<file path="config.mk">
export PLATFORM = sky130hd
export DESIGN_NAME = bp_resolve_queue
export DESIGN_NICKNAME = d
export VERILOG_FILES = /design/src/rtl/bp_resolve_queue.sv
export SDC_FILE = /design/constraint.sdc
export NUM_CORES = 1
export LEC_CHECK = 0
export CAP_MARGIN = 20
export CORE_UTILIZATION = 35
export CTS_CLUSTER_SIZE = 8
export DETAILED_ROUTE_END_ITERATION = 10
export MAX_ROUTING_LAYER = met4
export SLEW_MARGIN = 5
export SYNTH_ARGS = -nofsm -noshare
export SYNTH_HDL_FRONTEND = slang
export SYNTH_SLANG_ARGS = --single-unit
export TNS_END_PERCENT = 20
</file>
<file path="constraint.sdc">
create_clock -name clk -period 8.6 [get_ports clk]
set_clock_uncertainty 0.15 [all_clocks]
set_input_delay 2.58 -clock clk [delete_from_list [all_inputs] [get_ports clk]]
set_output_delay 2.58 -clock clk [all_outputs]
set_load 0.05 [all_outputs]
</file>
<file path="src/rtl/bp_resolve_queue.sv">
// In-order queue of in-flight branch predictions. Compares the oldest entry
// against the execute-stage outcome, drives the predictor's resolve handshake,
// and on a mispredict flushes wrong-path entries and pulses a fetch redirect.
module bp_resolve_queue #(
    parameter int unsigned W     = 32,
    parameter int unsigned DEPTH = 8,
    parameter int unsigned PTR_W = 3
) (
    input  logic             clk,
    input  logic             rst,
    input  logic             pred_valid,
    input  logic [W-1:0]     pred_pc,
    input  logic             pred_taken,
    input  logic [W-1:0]     pred_target,
    output logic             q_full,
    output logic [PTR_W:0]   q_count,
    input  logic             ex_valid,
    input  logic             ex_taken,
    input  logic [W-1:0]     ex_target,
    output logic             ex_ready,
    output logic             start_resolve,
    output logic [W-1:0]     res_pc,
    output logic [W-1:0]     actual_target,
    output logic             pr_hit,
    input  logic             resolve_done,
    output logic             redirect_valid,
    output logic [W-1:0]     redirect_pc
);

    localparam logic [PTR_W:0]   DepthCnt = DEPTH[PTR_W:0];
    localparam logic [PTR_W:0]   CntOne   = 1;
    localparam logic [PTR_W-1:0] PtrOne   = 1;
    localparam logic [W-1:0]     InstrLen = 4;

    typedef enum logic {StIdle, StResolve} state_t;

    state_t            state;
    logic [W-1:0]      pc_mem     [DEPTH];
    logic [W-1:0]      target_mem [DEPTH];
    logic [DEPTH-1:0]  taken_mem;
    logic [PTR_W-1:0]  wr_ptr;
    logic [PTR_W-1:0]  rd_ptr;
    logic [PTR_W:0]    count;
    logic [PTR_W:0]    count_d;

    logic              hs;
    logic              hit;
    logic              mispredict;
    logic              enq;
    logic [W-1:0]      head_pc;
    logic [W-1:0]      head_target;
    logic              head_taken;
    logic [W-1:0]      correct_pc;

    assign q_full   = (count == DepthCnt);
    assign q_count  = count;
    assign ex_ready = (state == StIdle) && (count != '0);

    assign head_pc     = pc_mem[rd_ptr];
    assign head_target = target_mem[rd_ptr];
    assign head_taken  = taken_mem[rd_ptr];

    assign hs         = ex_valid && ex_ready;
    assign hit        = (head_taken == ex_taken) && (!ex_taken || (head_target == ex_target));
    assign mispredict = hs && !hit;
    // Predictions arriving in the mispredict cycle are wrong-path and dropped.
    assign enq        = pred_valid && !q_full && !mispredict;
    assign correct_pc = ex_taken ? ex_target : head_pc + InstrLen;

    // Next occupancy: flush wins, otherwise net of enqueue and pop.
    always_comb begin
        count_d = count;
        if (mispredict) begin
            count_d = '0;
        end else begin
            unique case ({enq, hs})
                2'b10:   count_d = count + CntOne;
                2'b01:   count_d = count - CntOne;
                default: count_d = count;
            endcase
        end
    end

    // Entry storage; contents need no reset since count gates all reads.
    always_ff @(posedge clk) begin
        if (enq) begin
            pc_mem[wr_ptr]     <= pred_pc;
            target_mem[wr_ptr] <= pred_target;
            taken_mem[wr_ptr]  <= pred_taken;
        end
    end

    // Pointer and occupancy bookkeeping.
    always_ff @(posedge clk or posedge rst) begin
        if (rst) begin
            wr_ptr <= '0;
            rd_ptr <= '0;
            count  <= '0;
        end else begin
            if (enq) begin
                wr_ptr <= wr_ptr + PtrOne;
            end
            // Flush empties the queue by catching the read pointer up.
            if (mispredict) begin
                rd_ptr <= wr_ptr;
            end else if (hs) begin
                rd_ptr <= rd_ptr + PtrOne;
            end
            count <= count_d;
        end
    end

    // Resolve FSM with registered handshake and redirect outputs.
    always_ff @(posedge clk or posedge rst) begin
        if (rst) begin
            state          <= StIdle;
            start_resolve  <= 1'b0;
            res_pc         <= '0;
            actual_target  <= '0;
            pr_hit         <= 1'b0;
            redirect_valid <= 1'b0;
            redirect_pc    <= '0;
        end else begin
            redirect_valid <= 1'b0;
            case (state)
                StIdle: begin
                    if (hs) begin
                        state         <= StResolve;
                        start_resolve <= 1'b1;
                        res_pc        <= head_pc;
                        actual_target <= correct_pc;
                        pr_hit        <= hit;
                        if (!hit) begin
                            redirect_valid <= 1'b1;
                            redirect_pc    <= correct_pc;
                        end
                    end
                end
                StResolve: begin
                    if (resolve_done) begin
                        state         <= StIdle;
                        start_resolve <= 1'b0;
                    end
                end
                default: state <= StIdle;
            endcase
        end
    end

endmodule

</file>
==> impl_metrics.yaml, run 1 <==
synth:
  yosysMostFrequentCell: "edfxtp_1"
  synth_top_cell_area_share: 0.617
  yosys-top-cells-area: "edfxtp_1 (62%), dfrtp_1 (11%), mux4_2 (10%)"
  synthTopCellsByCount: "edfxtp_1 (520), nand2_1 (133), mux4_2 (112)"
  syn_area_per_cell_um2: 18.3
  netlist-cell-type-count: 58
  ys_async_sr_fraction: 0.175
  synthCells: 1380
  netlist_area_um2: 25300
  synth_edf_count: 520
  yosysSeqAreaShare: 0.725
  synthFlopType: "edfxtp_1"
  yosysWarnings: 0
  synth_nets: 1489
  synth-seq-cells: 630
  yosys.area.top_type: "edfxtp_1"
clock_tree:
  cts_resized: 0
  cts_tree: "built"
  clkSinkCount: 630
  htreeDepth: 3
  cts_root_buf: "clkbuf_16"
  cts_setup_buffers: 0
  cts_buffers: 88
  clk_path_buf_depth: 3
  clk-insertion-delay-late_ns: 0.62
  cts_hold_buf: 0
  clk_pin_slew_worst_paths_ns: 0.05
die:
  num_rows: 98
  initial_utilization: 0.354
  ios: 208
  core_um2: 71500
  die_area_um2: 73400
  dieWidth_um: 271
  die_h_um: 271
outcome:
  status: "finished, final reports clean"
drt:
  wl_met1_um: 29400
  wl_per_cell_um: 24.8
  ant_nets: 0
  dr.max_layer_used: "met4"
  routed_wl_um: 66100
  drc: 0
  met2_length_um: 30300
  drt_iter0_drc: 1270
  via_per_inst: 5.10
  route.vias.total: 13600
  dr_wl_met3_um: 5430
  first_pass_iters: 5
critical_path:
  required_ns: 8.68
  path_cells: "clkdlybuf4s50_1 -> xnor2_1 -> nor4_1 -> nand4_1 -> nor4_4 -> o21ai_2 -> nor3_2 -> buf_4"
  r2r_start: "rd_ptr[1]$_DFFE_PP0P_"
  crit_path_end_kind: "register"
  arrival_ns: 6.00
  r2r_setup_slack_ns: 2.72
  rr_worst_depth: 11
  r2r_end: "target_mem[1][8]$_DFFE_PP_"
  slowest_stage: "buf_4"
  critPathLaunchType: "input pin"
  cp_max_fo: 48
  crit_path_end: "target_mem[1][8]$_DFFE_PP_"
  max_stage_delay_ns: 0.73
  critPathBufInv: 2
  path_delay_family: "simple AND/OR/NAND/NOR gates"
  path_class: "in -> reg"
  cp.depth: 8
  crit_start: "ex_target[23]"
cells_and_area:
  nFillCells: 6160
  final_cell_count_no_fill: 2663
  drive_above_1_share: 0.184
  final_nets: 1748
  multi_input_area_um2: 6560
  syn_to_final_growth_pct: 22.5
  seq_area_um2: 18400
  final_area_um2: 31000
global_routing:
  grt_pass1_vias: 13800
  grt_max_degree: 85
  grt_util_all_layers: 0.187
  grt_antenna_before_repair: 8
  grt_overflow: 0
  grt_pass1_wl_um: 96100
sta:
  rsz0062_at_grt: "false"
  hold_viol_final: 0
  holdWs_ns: 0.326
  worst_pin_slew_ns: 1.15
  min_period_ns: 5.92
  slew_viol_final: 0
  maxSlewHeadroom: 0.228
  fin_ws_ns: 2.68
  setup_viol: 0
  fin_crit_sh: 0.688
  fmax_mhz: 169
flow_run:
  maxCapViolCount: 0
place:
  dp_slack_ns: 1.79
  port_buffers: 207
  place_congestion: 0.810
  dpl_cell_area_um2: 28400
  dp_hpwl_um: 43000
  place_inst: 2498
pwr:
  leakage_uw: 0.0106
  vdd_drop_max_v: 0.000379
  finalPower_uw: 11900
  pwr_density_cell_nw_per_um2: 384
hold_path:
  hp-class: "reg -> reg"
[power by group]
part | internal, uW | total, uW | switching (uW)
Sequential | 3940 | 4300 | 358
Clock | 1930 | 3180 | 1240
Combinational | 1690 | 4420 | 2730
[worst min path at each step]
| stage | from | end | cells after the start |
|---|---|---|---|
| 2_1_floorplan | state$_DFF_PP0_ | start_resolve$_DFFE_PP0P_ | 3 |
| 3_3_place_gp | start_resolve$_DFFE_PP0P_ | start_resolve$_DFFE_PP0P_ | 2 |
| 3_5_place_dp | start_resolve$_DFFE_PP0P_ | start_resolve$_DFFE_PP0P_ | 2 |
| 4_1_cts | start_resolve$_DFFE_PP0P_ | start_resolve$_DFFE_PP0P_ | 2 |
| 5_1_grt | actual_target[9]$_DFFE_PP0P_ | actual_target[9]$_DFFE_PP0P_ | 2 |
| 6_report | start_resolve$_DFFE_PP0P_ | start_resolve$_DFFE_PP0P_ | 2 |
[registers in the layout, indices dropped and copies added, names as in the netlist, 3 cells and up]
register       count
pc_mem           256
redirect_pc       32
taken_mem          8
target_mem       256
wr_ptr             3
res_pc            32
rd_ptr             3
q_count            4
actual_target     32
[worst register-to-register path, cell delays in order (launching register included)]
cell and delay (ns):
dfrtp_4 0.58, buf_4 0.66, buf_4 0.72, mux4_2 0.45, mux2i_1 0.27, xnor2_1 0.10
nor4_1 0.26, nand4_1 0.38, nor4_4 0.59, o21ai_2 0.31, nor3_2 0.26, buf_4 0.73
[logic make-up (layout without fill, tap and decap cells)]
group,Yosys count,in the layout,synth area share
AOI/OAI and AO/OA,117,117,0.0283
muxes,249,249,0.161
other,0,5,0
buffers and inverters,76,404,0.0174
DFF,630,630,0.725
xor gates and xnor gates,58,58,0.0201
adders and majority gates,6,6,0.00326
and+or+nand+nor,244,244,0.0450
[per-stage QoR]
step | setup TNS (ns) | util
floorplan | -508.68 | -
global placement | 0 | 0.398
detailed placement | 0 | 0.398
CTS | 0 | 0.434
global route | 0 | 0.434
finish | 0 | 0.434
[area by class of cell]
cell class                      count  share of cell area
Sequential cell                   630               0.592
Multi-Input combinational cell    674               0.212
Clock buffer                      154              0.0797
Timing Repair Buffer              234              0.0735
Tap cell                          950              0.0383
Clock inverter                      5             0.00270
Inverter                           11             0.00141
Antenna cell                        5            0.000403
[cells in the final DEF (no fill, tap or decap), drive strengths merged, types with 6 or more instances in the layout]
master,instances
edfxtp,520
clkdlybuf4s50,206
clkbuf,154
nand2,133
mux4,112
dfrtp,110
mux2i,76
o21ai,63
mux2,61
xnor2,43
nor2,28
buf,28
xor2,15
nor3,15
inv,14
a21oi,13
nor4,13
nand3,10
nor2b,9
nand3b,8
nand2b,7
o22ai,6
a211oi,6
[routing by layer]
metal,up-vias,global-route usage
li1,5979,-
met1,7034,0.257
met2,485,0.273
met3,76,0.0552
met4,0,0.0437
met5,-,-
No activity file was read; power rests on OpenSTA's default activity.
==> inputs of run 2 (changes only) <==
==> constraint.sdc (replaced) <==
create_clock -name clk -period 5.25 [get_ports clk]
set_clock_uncertainty 0.15 [all_clocks]
set_input_delay 1.575 -clock clk [delete_from_list [all_inputs] [get_ports clk]]
set_output_delay 1.575 -clock clk [all_outputs]
set_load 0.05 [all_outputs]
==> run 2 against run 1 <==
Compared with the run above: cell area grew 3.3%; clock power increased by 64%; critical endpoint is now q_count[3]$_DFFE_PP0P_; sequential share of layout area down 1.9 points.
==> impl_metrics.yaml, run 2 (synthesized netlist as in run 1, its figures left out) <==
clock_tree:
  clk-insertion-delay-late_ns: 0.65
  cts_setup_buffers: 0
  cts_tree: "built"
  cts_resized: 0
  cts_buffers: 89
  htreeDepth: 3
  clk_pin_slew_worst_paths_ns: 0.06
  cts_root_buf: "clkbuf_16"
  clkSinkCount: 630
  cts_hold_buf: 0
  clk_path_buf_depth: 3
cells_and_area:
  layout_common_cells: "edfxtp_1 (520), clkdlybuf4s50_1 (206), nand2_1 (132)"
  final_cell_count_no_fill: 2720
  final_common_cell: "edfxtp_1"
  drive_above_1_share: 0.223
  nFillCells: 6127
  syn_to_final_growth_pct: 26.5
  final_area_um2: 32000
  final_nets: 1822
  top_regs: "pc_mem (256), target_mem (256)"
sta:
  setup_viol: 0
  fmax_mhz: 207
  fin_crit_sh: 0.922
  maxSlewHeadroom: 0.352
  worst_pin_slew_ns: 0.962
  min_period_ns: 4.84
  hold_viol_final: 0
  rsz0062_at_grt: "false"
  fin_ws_ns: 0.409
  slew_viol_final: 0
  holdWs_ns: 0.320
die:
  ios: 208
  die_area_um2: 73400
  num_rows: 98
  initial_utilization: 0.354
  core_um2: 71500
  dieWidth_um: 271
  die_h_um: 271
critical_path:
  slowest_stage: "dfrtp_4"
  cp_common_cell: "a21oi_1"
  critPathLaunchType: "register"
  cp_max_fo: 35
  required_ns: 5.63
  crit_path_end_kind: "register"
  path_class: "reg -> reg"
  max_stage_delay_ns: 0.67
  arrival_ns: 5.22
  path_cells: "buf_12 -> mux4_2 -> mux2i_1 -> xnor2_1 -> nor4_1 -> nand4_1 -> buf_4 -> nor4_4 -> or2_2 -> a21oi_1 -> ha_1 -> a21o_1 -> a21oi_1 -> buf_4 -> nor4_1 -> a21oi_1 -> nand2_1"
hold_path:
  hp-class: "reg -> reg"
place:
  dpl_cell_area_um2: 29500
  place_congestion: 0.824
  dp_hpwl_um: 46800
  place_inst: 2572
  dp_slack_ns: 0.0839
  port_buffers: 207
drt:
  route.vias.total: 14100
  drc: 0
  wl_per_cell_um: 25.1
  ant_nets: 0
  first_pass_iters: 5
  via_per_inst: 5.17
  routed_wl_um: 68200
  drt_iter0_drc: 1437
pwr:
  pwr_density_cell_nw_per_um2: 626
  vdd_drop_max_v: 0.000461
  leakage_uw: 0.0111
outcome:
  status: "finished, final reports clean"
flow_run:
  maxCapViolCount: 0
global_routing:
  grt_overflow: 0
  grt_pass1_wl_um: 100000
  grt_util_all_layers: 0.193
  grt_antenna_before_repair: 4
  grt_max_degree: 84
  grt_pass1_vias: 14600
[run 2: power breakdown]
part	switching (uW)	total (uW)	internal, uW
Clock	2090	5230	3140
Combinational	4660	7820	3160
Sequential	568	7010	6450
Total	7320	20100	12700
[run 2: per-layer routing]
metal,wire length [um],global-route usage,vias to the layer above
li1,-,-,6106
met1,30100,0.262,7281
met5,0,-,-
met4,1560,0.0587,0
met2,31200,0.286,564
met3,5370,0.0467,109
[run 2: path summary, 6_finish.rpt]
| check | end | cells past startpoint | slack [ns] | from |
|---|---|---|---|---|
| max | q_count[3]$_DFFE_PP0P_ | 17 | 0.41 | rd_ptr[1]$_DFFE_PP0P_ |
| max in group asynchronous | redirect_pc[9]$_DFFE_PP0P_ | 3 | 2.86 | rst |
| min in group asynchronous | actual_target[20]$_DFFE_PP0P_ | 2 | 1.22 | rst |
| min | actual_target[9]$_DFFE_PP0P_ | 2 | 0.32 | actual_target[9]$_DFFE_PP0P_ |
| max reg2reg | q_count[3]$_DFFE_PP0P_ | 17 | 0.41 | rd_ptr[1]$_DFFE_PP0P_ |
| min reg2reg | actual_target[9]$_DFFE_PP0P_ | 2 | 0.32 | actual_target[9]$_DFFE_PP0P_ |
[run 2: cell type report]
type / count / area (um^2) / share of cell area
Multi-Input combinational cell: 674 / 6620 / 0.207
Tap cell: 950 / 1190 / 0.0371
Clock buffer: 135 / 2410 / 0.0752
Sequential cell: 630 / 18400 / 0.574
Inverter: 11 / 43.8 / 0.00137
Clock inverter: 9 / 134 / 0.00418
Timing Repair Buffer: 307 / 3240 / 0.101
Antenna cell: 4 / 10.0 / 0.000312
[run 2: per-stage QoR]
| step | TNS [ns] | utilization | power [uW] |
|---|---|---|---|
| after CTS | 0 | 0.448 | 20300 |
| after detailed placement | 0 | 0.412 | 15000 |
| after floorplan | -368.27 | - | 12000 |
| after global placement | 0 | 0.412 | 14900 |
| final | 0 | 0.448 | 20100 |
| after global routing | 0 | 0.448 | 20900 |
[run 2: worst max-delay path, delay by kind of cell, from the launching register on]
kind / cells / cell delay, ns
XOR/XNOR: 1 / 0.11
buffers and inverters: 3 / 0.71
AND/OR/NAND/NOR: 6 / 1.34
AO/OA/AOI/OAI: 4 / 0.65
multiplexers: 2 / 0.73
adder cells (fa/ha/maj): 1 / 0.30
flip-flops: 1 / 0.67
